### config.mk
export PLATFORM = sky130hd
export DESIGN_NAME = mem_arbiter_flat
export DESIGN_NICKNAME = d
export VERILOG_FILES = /design/src/rtl/mem_pkg.sv /design/src/rtl/mem_arbiter_if.sv /design/src/rtl/mem_arb_prio.sv /design/src/rtl/mem_arbiter.sv /design/src/flat_wrapper.sv
export SDC_FILE = /design/constraint.sdc
export NUM_CORES = 1
export LEC_CHECK = 0
export CAP_MARGIN = 20
export CORE_MARGIN = 5
export CORE_UTILIZATION = 45
export CTS_CLUSTER_SIZE = 20
export DETAILED_ROUTE_END_ITERATION = 8
export PLACE_DENSITY = 0.86
export SLEW_MARGIN = 30
export SYNTH_ARGS = -nofsm -noshare
export SYNTH_HDL_FRONTEND = slang
export SYNTH_SLANG_ARGS = --single-unit
### constraint.sdc
create_clock -name clk -period 4.8 [get_ports clk]
set_clock_uncertainty 0.1 [all_clocks]
set_input_delay 0.96 -clock clk [delete_from_list [all_inputs] [get_ports clk]]
set_output_delay 0.96 -clock clk [all_outputs]
set_load 0.05 [all_outputs]
### src/rtl/mem_pkg.sv
// Shared encodings, FSM state type and bus payload for the memory arbiter.
package mem_pkg;

  localparam int unsigned XLEN   = 32;
  localparam int unsigned OP_W   = 2;
  localparam int unsigned SIZE_W = 2;
  localparam int unsigned WAIT_W = 8;

  typedef enum logic [OP_W-1:0] {
    MEM_DISABLE   = 2'b00,
    MEM_READ_SEXT = 2'b01,
    MEM_READ_ZEXT = 2'b10,
    MEM_WRITE     = 2'b11
  } mem_op_e;

  typedef enum logic [SIZE_W-1:0] {
    BYTE     = 2'b00,
    HALFWORD = 2'b01,
    WORD     = 2'b10
  } mem_size_e;

  typedef enum logic [1:0] {
    IDLE  = 2'b00,
    ISSUE = 2'b01,
    RESP  = 2'b10
  } arb_state_e;

  localparam logic [XLEN-1:0] NOP = 32'h0000_0013;

  typedef struct packed {
    logic [XLEN-1:0] addr;
    logic [XLEN-1:0] wdata;
    mem_op_e         op;
    mem_size_e       size;
  } mem_cmd_t;

  // True when the address is not naturally aligned for the access size.
  function automatic logic misaligned(input logic [SIZE_W-1:0] size, input logic [1:0] addr_lo);
    case (size)
      HALFWORD: return addr_lo[0];
      WORD:     return addr_lo != 2'b00;
      default:  return 1'b0;
    endcase
  endfunction

endpackage

### src/rtl/mem_arbiter_if.sv
// Requester and backend signals of the memory arbiter; slave = arbiter view.
interface mem_arbiter_if;
  import mem_pkg::*;

  logic              if_req;
  logic [XLEN-1:0]   if_addr;
  logic              if_gnt;
  logic              if_rvalid;
  logic [XLEN-1:0]   if_rdata;
  logic              d_req;
  logic [XLEN-1:0]   d_addr;
  logic [XLEN-1:0]   d_wdata;
  logic [OP_W-1:0]   d_op;
  logic [SIZE_W-1:0] d_size;
  logic              d_gnt;
  logic              d_rvalid;
  logic [XLEN-1:0]   d_rdata;
  logic              d_fault;
  logic              mem_req;
  logic [XLEN-1:0]   mem_addr;
  logic [XLEN-1:0]   mem_wdata;
  logic [OP_W-1:0]   mem_op;
  logic [SIZE_W-1:0] mem_size;
  logic [XLEN-1:0]   mem_rdata;
  logic              mem_ready;

  modport slave (
    input  if_req, if_addr, d_req, d_addr, d_wdata, d_op, d_size, mem_rdata, mem_ready,
    output if_gnt, if_rvalid, if_rdata, d_gnt, d_rvalid, d_rdata, d_fault,
           mem_req, mem_addr, mem_wdata, mem_op, mem_size
  );

  modport master (
    output if_req, if_addr, d_req, d_addr, d_wdata, d_op, d_size, mem_rdata, mem_ready,
    input  if_gnt, if_rvalid, if_rdata, d_gnt, d_rvalid, d_rdata, d_fault,
           mem_req, mem_addr, mem_wdata, mem_op, mem_size
  );

endinterface

### src/rtl/mem_arb_prio.sv
// Data-over-fetch priority with a bounded data streak so fetches cannot starve.
module mem_arb_prio #(
  parameter int unsigned DSTREAK_MAX = 4
) (
  input  logic clk,
  input  logic rst_n,
  input  logic sample,
  input  logic if_req,
  input  logic d_valid,
  output logic grant_if_c,
  output logic grant_d_c
);

  localparam int unsigned STREAK_W = (DSTREAK_MAX < 1) ? 1 : $clog2(DSTREAK_MAX + 1);
  localparam logic [STREAK_W-1:0] STREAK_SAT = STREAK_W'(DSTREAK_MAX);

  logic [STREAK_W-1:0] streak_q, streak_d;

  always_comb begin
    grant_if_c = 1'b0;
    grant_d_c  = 1'b0;
    streak_d   = streak_q;
    if (sample) begin
      if (if_req && (!d_valid || streak_q == STREAK_SAT)) grant_if_c = 1'b1;
      else if (d_valid)                                   grant_d_c  = 1'b1;
    end
    // The streak only means something while a fetch is actually waiting.
    if (!if_req || grant_if_c)                   streak_d = '0;
    else if (grant_d_c && streak_q != STREAK_SAT) streak_d = streak_q + STREAK_W'(1);
  end

  always_ff @(posedge clk or negedge rst_n) begin
    if (!rst_n) streak_q <= '0;
    else        streak_q <= streak_d;
  end

endmodule

### src/rtl/mem_arbiter.sv
// Two-requester (fetch/data) memory arbiter, one access outstanding, with timeout.
// Optional build macro MEM_ALIGN_CHECK_EN faults misaligned data requests without issuing them.
module mem_arbiter
  import mem_pkg::*;
#(
  parameter int unsigned DSTREAK_MAX = 4,
  parameter int unsigned TIMEOUT     = 255
) (
  input logic          clk,
  input logic          rst_n,
  mem_arbiter_if.slave bus
);

  localparam logic [WAIT_W-1:0] WAIT_LAST = WAIT_W'(TIMEOUT - 1);

  arb_state_e        state_q, state_d;
  mem_cmd_t          cmd_q, cmd_d;
  logic              mem_req_q, mem_req_d;
  logic              is_data_q, is_data_d;
  logic [WAIT_W-1:0] wait_q, wait_d;
  logic              if_gnt_q, if_gnt_d, d_gnt_q, d_gnt_d;
  logic              if_rvalid_q, if_rvalid_d, d_rvalid_q, d_rvalid_d;
  logic [XLEN-1:0]   if_rdata_q, if_rdata_d, d_rdata_q, d_rdata_d;
  logic              d_fault_q, d_fault_d;

  logic d_valid_c, grant_if_c, grant_d_c;

  assign d_valid_c = bus.d_req && (bus.d_op != MEM_DISABLE);

  mem_arb_prio #(.DSTREAK_MAX(DSTREAK_MAX)) u_prio (
    .clk        (clk),
    .rst_n      (rst_n),
    .sample     (state_q == IDLE),
    .if_req     (bus.if_req),
    .d_valid    (d_valid_c),
    .grant_if_c (grant_if_c),
    .grant_d_c  (grant_d_c)
  );

  always_comb begin
    state_d     = state_q;
    cmd_d       = cmd_q;
    mem_req_d   = mem_req_q;
    is_data_d   = is_data_q;
    wait_d      = wait_q;
    if_gnt_d    = 1'b0;
    d_gnt_d     = 1'b0;
    if_rvalid_d = 1'b0;
    d_rvalid_d  = 1'b0;
    if_rdata_d  = if_rdata_q;
    d_rdata_d   = d_rdata_q;
    d_fault_d   = 1'b0;

    case (state_q)
      IDLE: begin
        wait_d = '0;
        if (grant_if_c) begin
          if_gnt_d  = 1'b1;
          is_data_d = 1'b0;
          cmd_d     = '{addr: bus.if_addr, wdata: '0, op: MEM_READ_ZEXT, size: WORD};
          mem_req_d = 1'b1;
          state_d   = ISSUE;
        end else if (grant_d_c) begin
          d_gnt_d   = 1'b1;
          is_data_d = 1'b1;
          cmd_d     = '{addr: bus.d_addr, wdata: bus.d_wdata,
                        op: mem_op_e'(bus.d_op), size: mem_size_e'(bus.d_size)};
`ifdef MEM_ALIGN_CHECK_EN
          if (misaligned(bus.d_size, bus.d_addr[1:0])) begin
            cmd_d      = '0;
            d_rvalid_d = 1'b1;
            d_rdata_d  = '0;
            d_fault_d  = 1'b1;
            state_d    = RESP;
          end else begin
            mem_req_d = 1'b1;
            state_d   = ISSUE;
          end
`else
          mem_req_d = 1'b1;
          state_d   = ISSUE;
`endif
        end
      end

      ISSUE: begin
        // mem_ready wins over an expiring wait counter.
        if (bus.mem_ready || wait_q == WAIT_LAST) begin
          mem_req_d = 1'b0;
          cmd_d     = '0;
          state_d   = RESP;
          if (is_data_q) begin
            d_rvalid_d = 1'b1;
            d_fault_d  = !bus.mem_ready;
            d_rdata_d  = (bus.mem_ready && cmd_q.op != MEM_WRITE) ? bus.mem_rdata : '0;
          end else begin
            if_rvalid_d = 1'b1;
            if_rdata_d  = bus.mem_ready ? bus.mem_rdata : NOP;
          end
        end else begin
          wait_d = wait_q + WAIT_W'(1);
        end
      end

      RESP: begin
        wait_d  = '0;
        state_d = IDLE;
      end

      default: state_d = IDLE;
    endcase
  end

  always_ff @(posedge clk or negedge rst_n) begin
    if (!rst_n) begin
      state_q     <= IDLE;
      cmd_q       <= '0;
      mem_req_q   <= 1'b0;
      is_data_q   <= 1'b0;
      wait_q      <= '0;
      if_gnt_q    <= 1'b0;
      d_gnt_q     <= 1'b0;
      if_rvalid_q <= 1'b0;
      d_rvalid_q  <= 1'b0;
      if_rdata_q  <= '0;
      d_rdata_q   <= '0;
      d_fault_q   <= 1'b0;
    end else begin
      state_q     <= state_d;
      cmd_q       <= cmd_d;
      mem_req_q   <= mem_req_d;
      is_data_q   <= is_data_d;
      wait_q      <= wait_d;
      if_gnt_q    <= if_gnt_d;
      d_gnt_q     <= d_gnt_d;
      if_rvalid_q <= if_rvalid_d;
      d_rvalid_q  <= d_rvalid_d;
      if_rdata_q  <= if_rdata_d;
      d_rdata_q   <= d_rdata_d;
      d_fault_q   <= d_fault_d;
    end
  end

  assign bus.if_gnt    = if_gnt_q;
  assign bus.if_rvalid = if_rvalid_q;
  assign bus.if_rdata  = if_rdata_q;
  assign bus.d_gnt     = d_gnt_q;
  assign bus.d_rvalid  = d_rvalid_q;
  assign bus.d_rdata   = d_rdata_q;
  assign bus.d_fault   = d_fault_q;
  assign bus.mem_req   = mem_req_q;
  assign bus.mem_addr  = cmd_q.addr;
  assign bus.mem_wdata = cmd_q.wdata;
  assign bus.mem_op    = cmd_q.op;
  assign bus.mem_size  = cmd_q.size;

endmodule

### src/flat_wrapper.sv
// flat-port wrapper written by rule: the top's interface ports become plain ports
module mem_arbiter_flat import mem_pkg::*;
#(
  parameter int unsigned DSTREAK_MAX = 4,
  parameter int unsigned TIMEOUT     = 255
)
  (clk, rst_n, bus_if_req, bus_if_addr, bus_d_req, bus_d_addr, bus_d_wdata, bus_d_op, bus_d_size, bus_mem_rdata, bus_mem_ready, bus_if_gnt, bus_if_rvalid, bus_if_rdata, bus_d_gnt, bus_d_rvalid, bus_d_rdata, bus_d_fault, bus_mem_req, bus_mem_addr, bus_mem_wdata, bus_mem_op, bus_mem_size);
  mem_arbiter_if bus_i ();
  input logic clk;
  input logic rst_n;
  input wire logic [$bits(bus_i.if_req)-1:0] bus_if_req;
  input wire logic [$bits(bus_i.if_addr)-1:0] bus_if_addr;
  input wire logic [$bits(bus_i.d_req)-1:0] bus_d_req;
  input wire logic [$bits(bus_i.d_addr)-1:0] bus_d_addr;
  input wire logic [$bits(bus_i.d_wdata)-1:0] bus_d_wdata;
  input wire logic [$bits(bus_i.d_op)-1:0] bus_d_op;
  input wire logic [$bits(bus_i.d_size)-1:0] bus_d_size;
  input wire logic [$bits(bus_i.mem_rdata)-1:0] bus_mem_rdata;
  input wire logic [$bits(bus_i.mem_ready)-1:0] bus_mem_ready;
  output wire logic [$bits(bus_i.if_gnt)-1:0] bus_if_gnt;
  output wire logic [$bits(bus_i.if_rvalid)-1:0] bus_if_rvalid;
  output wire logic [$bits(bus_i.if_rdata)-1:0] bus_if_rdata;
  output wire logic [$bits(bus_i.d_gnt)-1:0] bus_d_gnt;
  output wire logic [$bits(bus_i.d_rvalid)-1:0] bus_d_rvalid;
  output wire logic [$bits(bus_i.d_rdata)-1:0] bus_d_rdata;
  output wire logic [$bits(bus_i.d_fault)-1:0] bus_d_fault;
  output wire logic [$bits(bus_i.mem_req)-1:0] bus_mem_req;
  output wire logic [$bits(bus_i.mem_addr)-1:0] bus_mem_addr;
  output wire logic [$bits(bus_i.mem_wdata)-1:0] bus_mem_wdata;
  output wire logic [$bits(bus_i.mem_op)-1:0] bus_mem_op;
  output wire logic [$bits(bus_i.mem_size)-1:0] bus_mem_size;
  assign bus_i.if_req = bus_if_req;
  assign bus_i.if_addr = bus_if_addr;
  assign bus_i.d_req = bus_d_req;
  assign bus_i.d_addr = bus_d_addr;
  assign bus_i.d_wdata = bus_d_wdata;
  assign bus_i.d_op = bus_d_op;
  assign bus_i.d_size = bus_d_size;
  assign bus_i.mem_rdata = bus_mem_rdata;
  assign bus_i.mem_ready = bus_mem_ready;
  assign bus_if_gnt = bus_i.if_gnt;
  assign bus_if_rvalid = bus_i.if_rvalid;
  assign bus_if_rdata = bus_i.if_rdata;
  assign bus_d_gnt = bus_i.d_gnt;
  assign bus_d_rvalid = bus_i.d_rvalid;
  assign bus_d_rdata = bus_i.d_rdata;
  assign bus_d_fault = bus_i.d_fault;
  assign bus_mem_req = bus_i.mem_req;
  assign bus_mem_addr = bus_i.mem_addr;
  assign bus_mem_wdata = bus_i.mem_wdata;
  assign bus_mem_op = bus_i.mem_op;
  assign bus_mem_size = bus_i.mem_size;
  mem_arbiter #(.DSTREAK_MAX(DSTREAK_MAX), .TIMEOUT(TIMEOUT)) u_core (.clk(clk), .rst_n(rst_n), .bus(bus_i));
endmodule
==> results of run 1 <==
## worst reg2reg max path, cell delays in order, from the launching register on
cell      delay [ps]
dfrtp_1          400
inv_1             60
ha_1             200
and2_1           200
o211ai_2         170
clkinv_1         800
a221o_1          640
## Yosys cell counts, drive strengths merged
library cell / n / area (um^2)
dfrtp: 152 / 3800
a32o: 61 / 611
a22o: 34 / 298
and3: 34 / 213
a221o: 33 / 330
clkbuf: 27 / 101
buf: 15 / 113
inv: 9 / 33.8
a21oi: 8 / 43.8
nor2: 8 / 30.0
nand3: 7 / 35.0
o21ai: 5 / 28.8
ha: 4 / 50.1
nand2: 4 / 15.0
and2: 3 / 18.8
nand2b: 3 / 18.8
nand4: 3 / 18.8
o211ai: 3 / 27.5
o31ai: 3 / 22.5
o32a: 3 / 30.0
a21boi: 2 / 15.0
a21o: 2 / 15.0
o2bb2ai: 2 / 17.5
o311ai: 2 / 17.5
o41ai: 2 / 17.5
or3: 2 / 12.5
a211o: 1 / 8.76
and4: 1 / 11.3
clkinv: 1 / 3.75
nor2b: 1 / 6.26
nor3: 1 / 10.0
nor3b: 1 / 7.51
nor4: 1 / 6.26
nor4b: 1 / 8.76
o21a: 1 / 7.51
or2: 1 / 6.26
xnor2: 1 / 8.76
## report_power, final
group          internal (mW)  switching (mW)
Clock                  0.773           0.518
Combinational           1.31            2.49
Sequential              1.76           0.341
## cells by family after synthesis
family	Yosys count	synth area share
AOI/OAI and AO/OA	162	0.247
DFF	152	0.632
and+or+nand+nor	71	0.0694
buffers and inverters	52	0.0418
adders and majority gates	4	0.00831
xor gates and xnor gates	1	0.00145
## metrics by stage
stage	power (mW)	std cells	setup slack, ps	util	hold slack (ps)
floorplan	4.55	442	2510	-	366
global placement	5.81	858	1390	0.671	372
detailed placement	5.91	858	1300	0.672	379
CTS	7.24	889	1740	0.715	394
global route	7.50	889	1600	0.715	404
finish	7.20	889	1670	0.715	390
## worst max-delay path by stage
stage / to / slack (ps) / startpoint
floorplan: u_core.bus.mem_addr[10] / 2510 / bus_d_op[0]
global placement: u_core.bus.mem_addr[30] / 1390 / bus_d_op[0]
detailed placement: u_core.bus.mem_addr[3] / 1300 / bus_d_op[0]
CTS: u_core.bus.mem_addr[28] / 1740 / bus_d_op[0]
global route: u_core.bus.mem_addr[28] / 1600 / bus_d_op[1]
finish: u_core.bus.mem_addr[28] / 1670 / bus_d_op[0]
## per-layer routing
metal | track usage | wire, um | vias to the layer above
li1 | - | - | 2292
met1 | 0.306 | 7770 | 2631
met2 | 0.418 | 10000 | 304
met3 | 0.0970 | 2000 | 32
met4 | 0.0797 | 378 | 0
met5 | 0 | 0 | -
## sequential cells by signal, summed over array words and instances (netlist names)
signal / cells
u_core.bus.mem_wdata: 32
u_core.bus.mem_addr: 32
u_core.bus.d_rdata: 32
u_core.bus.mem_size: 2
u_core.wait_q: 8
u_core.bus.if_gnt: 1
u_core.state_q: 2
u_core.bus.mem_op: 2
u_core.bus.d_rvalid: 1
u_core.bus.d_fault: 1
u_core.is_data_q: 1
u_core.u_prio.streak_q: 3
u_core.bus.if_rvalid: 1
u_core.bus.mem_req: 1
u_core.bus.d_gnt: 1
u_core.bus.if_rdata: 32
## cell type report
type,count,area (um^2),share of cell area
inverter,10,37.5,0.00398
clock inverter,12,128,0.0135
multi-input combinational,238,1990,0.211
timing repair buffer,282,2800,0.297
tap,176,220,0.0234
sequential,152,3800,0.403
clock buffer,19,443,0.0470
==> flow_summary_export.csv, run 1 <==
group,metric,value,unit
outcome,outcome,"finished, final reports clean",
timing,period_minus_slack,3130,ps
layout,most-common-layout-cells,"273 x clkdlybuf4s50_1, 152 x dfrtp_1, 61 x a32o_1",
clock_network,clk_pin_slew,60,ps
setup_path,path_buf_inv,2,
floorplan,rows,42,
setup_path,cp_top_family,"buffers and inverters",
timing,tightest_slew,982,ps
layout,design_area,9430,um^2
grt,grt_pass1_wl,31.3,mm
setup_path,path_cells,"clkdlybuf4s50_1 -> o21ai_2 -> o211ai_2 -> clkinv_1 -> a221o_1",
setup_path,crit_fanout,34,
routing,firstDrtPassIters,7,
grt,grt_remaining_overflow,0,
routing,drt_wl_total,20.2,mm
routing,postRouteAntennaNets,0,
placed_design,hpwl,14.0,mm
power,ir_drop,487,uV
routing,dr.first_iter.drc_count,495,
layout,antennaDiodeCount,0,
timing,fin_setup_tns,0,ps
clock_network,clock_latency,410,ps
hold_path,holdPathEnd,"u_core.bus.if_rdata[23]",
clock_network,hold_buffers,0,
setup_path,rr_worst_depth,6,
yosys,syn_area,6020,um^2
clock_network,htreeDepth,4,
layout,fin_nets,842,
timing,rsz0062_at_grt,"no",
yosys,ys_seq_area_frac,0.632,
floorplan,die_h,126,um
setup_path,cp.arrival,3320,ps
grt,grt_usage,0.252,
setup_path,worst-path-stages,5,
timing,max_freq,320,MHz
grt,antenna_found_initial,0,
grt,grt_max_degree,86,
routing,vias,5259,
floorplan,die-area,15800,um^2
clock_network,cts_buffer_depth,2,
setup_path,end_kind,"flip-flop",
job,cap_violations,0,
hold_path,hp-start,"u_core.bus.if_rdata[23]",
setup_path,critPathKind,"input port to flip-flop",
setup_path,crit_required,4990,ps
routing,vias_per_cell,5.92,
clock_network,cts_resized,0,
yosys,netlist_instances,442,
layout,layout-drive-gt1-share,0.0687,
power,leakage,4.08,nW
setup_path,cpPeakStageDelay,790,ps
setup_path,worstSetupStartpointType,"input port",
layout,syn_to_final_growth,56.6,%
clock_network,clock-sinks,152,
layout,fill_cells,877,
timing,relSlewSlack,0.342,
grt,grt_pass1_vias,5503,
clock_network,clockRootBuffer,"clkbuf_16",
clock_network,cts_tree,"done",
placed_design,io_buffers,274,
setup_path,r2r_end,"u_core.bus.mem_addr[28]",
floorplan,core,13200,um^2
yosys,yosysUniqueCellTypes,41,
routing,wire_per_inst,22.7,um
timing,drv_slew,0,
clock_network,numCtsBuffers,17,
layout,final_common_cell,"clkdlybuf4s50_1",
yosys,ys_warn_count,0,
timing,hold_viol,0,
floorplan,boundaryPins,275,
hold_path,hold_class,"flip-flop to flip-flop",
yosys,avgSynthCellArea,13.6,um^2
floorplan,initial_core_util,0.457,
clock_network,post_cts_buffers,0,
timing,setup_viol_count_final,0,
floorplan,dieWidth,126,um
setup_path,critical-path-slowest-cell,"clkinv_1",
power,powerDensity,764,nW/um^2
setup_path,r2r-start,"u_core.u_prio.streak_q[0]",
setup_path,regToRegSetupSlack,2100,ps
yosys,ys_seq_elements,152,
placed_design,placed_area,8860,um^2
yosys,synth_nets,583,
placed_design,place_congestion,0.829,
timing,timing.final.crit_share,0.651,
hold_path,hold_path_depth,1,
routing,post-route-drc-count,0,
Power figures use the tool's default switching activity.
==> inputs of run 2 (changes only) <==
Settings changed: CORE_UTILIZATION 45 to 38, PLACE_DENSITY 0.86 to 0.77.
Clock period 4.8 ns to 2.75 ns, I/O delays scaled along.
==> run 2 against run 1 <==
  * Routed wire length down 1.4%
  * Critical path depth grew 2
  * Clock-buffer cell count down 2
  * Power up 74%
  * Via count shrank 0.59%
  * Largest cell class unchanged
  * Highest routed layer unchanged
==> flow_summary_export.csv, run 2 (same netlist as run 1, synthesis figures left out) <==
group,metric,value,unit
routing,post-route-drc-count,0,
layout,layout-drive-gt1-share,0.0803,
floorplan,initial_core_util,0.383,
setup_path,end_kind,"flip-flop",
setup_path,rr_worst_depth,7,
layout,final_common_cell,"clkdlybuf4s50_1",
setup_path,crit_fanout,24,
setup_path,regToRegSetupSlack,420,ps
power,powerDensity,1310,nW/um^2
clock_network,clock-sinks,152,
routing,firstDrtPassIters,5,
timing,max_freq,430,MHz
clock_network,cts_resized,0,
timing,period_minus_slack,2330,ps
floorplan,dieWidth,136,um
grt,grt_pass1_wl,30.7,mm
routing,dr.first_iter.drc_count,309,
clock_network,numCtsBuffers,17,
hold_path,hold_class,"input port to async pin",
timing,tightest_slew,692,ps
timing,relSlewSlack,0.538,
clock_network,hold_buffers,0,
clock_network,clk_pin_slew,70,ps
setup_path,cp_top_family,"simple AND/OR/NAND/NOR gates",
placed_design,dp.cells,906,
layout,fin_cells,938,
clock_network,htreeDepth,4,
layout,fill_cells,1213,
floorplan,die_h,136,um
floorplan,rows,46,
timing,layout_setup_ws,423,ps
power,leakage,4.13,nW
floorplan,die-area,18500,um^2
placed_design,io_buffers,274,
routing,vias_per_cell,5.57,
timing,drv_slew,0,
setup_path,r2r-start,"u_core.wait_q[0]",
setup_path,cp.arrival,2530,ps
placed_design,place_congestion,0.800,
floorplan,boundaryPins,275,
clock_network,cts_buffer_depth,2,
timing,rsz0062_at_grt,"no",
layout,multiInputGateArea,1990,um^2
setup_path,path_cells,"inv_1 -> ha_1 -> and3_1 -> a21o_1 -> nand3_1 -> buf_4 -> a32o_1",
clock_network,post_cts_buffers,0,
clock_network,clockRootBuffer,"clkbuf_16",
layout,most-common-layout-cells,"273 x clkdlybuf4s50_1, 152 x dfrtp_1, 61 x a32o_1",
grt,antenna_found_initial,0,
placed_design,pre_cts_ws,146,ps
routing,drt_wl_total,19.9,mm
setup_path,critical-path-slowest-cell,"dfrtp_1",
grt,grt_remaining_overflow,0,
timing,setup_viol_count_final,0,
clock_network,cts_tree,"done",
timing,fin_setup_tns,0,ps
job,cap_violations,0,
setup_path,critPathKind,"flip-flop to flip-flop",
clock_network,clock_latency,420,ps
setup_path,path_buf_inv,2,
setup_path,cp-startpoint,"u_core.wait_q[0]",
grt,grt_usage,0.214,
grt,grt_pass1_vias,5635,
timing,timing.final.crit_share,0.846,
power,ir_drop,847,uV
layout,seq_area,3800,um^2
placed_design,hpwl,14.0,mm
setup_path,cpPeakStageDelay,440,ps
outcome,outcome,"finished, final reports clean",
layout,antennaDiodeCount,0,
routing,postRouteAntennaNets,0,
floorplan,core,15700,um^2
timing,hold_viol,0,
routing,vias,5228,
routing,wire_per_inst,21.2,um
setup_path,worstSetupStartpointType,"flip-flop",
setup_path,r2r_end,"u_core.bus.if_rdata[25]",
setup_path,crit_required,2950,ps
layout,syn_to_final_growth,58.6,%
grt,grt_max_degree,70,
layout,fin_nets,850,
-- run 2: worst register-to-register path, stage by stage (launching register included) --
cell	delay, ps
dfrtp_1	440
inv_1	80
ha_1	170
and3_1	220
a21o_1	300
nand3_1	320
buf_4	340
a32o_1	250
-- run 2: worst max path at each step --
stage                               end  cells after the start  slack [ps]
2_1_floorplan  u_core.bus.mem_wdata[16]                      9         760
3_3_place_gp    u_core.bus.mem_addr[27]                      5         130
3_5_place_dp     u_core.bus.if_rdata[5]                      5         150
4_1_cts         u_core.bus.if_rdata[25]                      7         400
5_1_grt         u_core.bus.if_rdata[21]                      7         260
6_report        u_core.bus.if_rdata[25]                      7         420
-- run 2: cell type report --
| cell class | instances | share of cell area |
|---|---|---|
| Multi-Input combinational cell | 238 | 0.209 |
| Clock buffer | 17 | 0.0445 |
| Timing Repair Buffer | 290 | 0.302 |
| Inverter | 10 | 0.00393 |
| Sequential cell | 152 | 0.398 |
| Clock inverter | 15 | 0.0141 |
| Tap cell | 216 | 0.0283 |
-- run 2: metrics by stage --
stage	power (mW)	hold WS, ps	area (um^2)	util
6_report	12.6	8.88	9550	0.608
5_1_grt	13.1	45.4	9550	0.608
4_1_cts	12.7	39.1	9550	0.608
3_5_place_dp	10.4	374	8990	0.572
3_3_place_gp	10.2	371	8980	0.572
2_1_floorplan	7.94	154	6020	-
-- run 2: report_power, final --
| group | switching (mW) | internal [mW] | leakage [nW] |
|---|---|---|---|
| sequential | 0.542 | 3.07 | 1.96 |
| clock | 1.02 | 1.19 | 0.272 |
| combinational | 4.38 | 2.35 | 1.90 |
| total | 5.94 | 6.62 | 4.13 |
-- run 2: per-layer routing --
metal | wire [um] | track usage | vias up
met2 | 9640 | 0.352 | 255
met3 | 2180 | 0.0981 | 25
met4 | 365 | 0.0649 | 0
met1 | 7690 | 0.252 | 2634
li1 | - | - | 2314
met5 | 0 | 0 | -
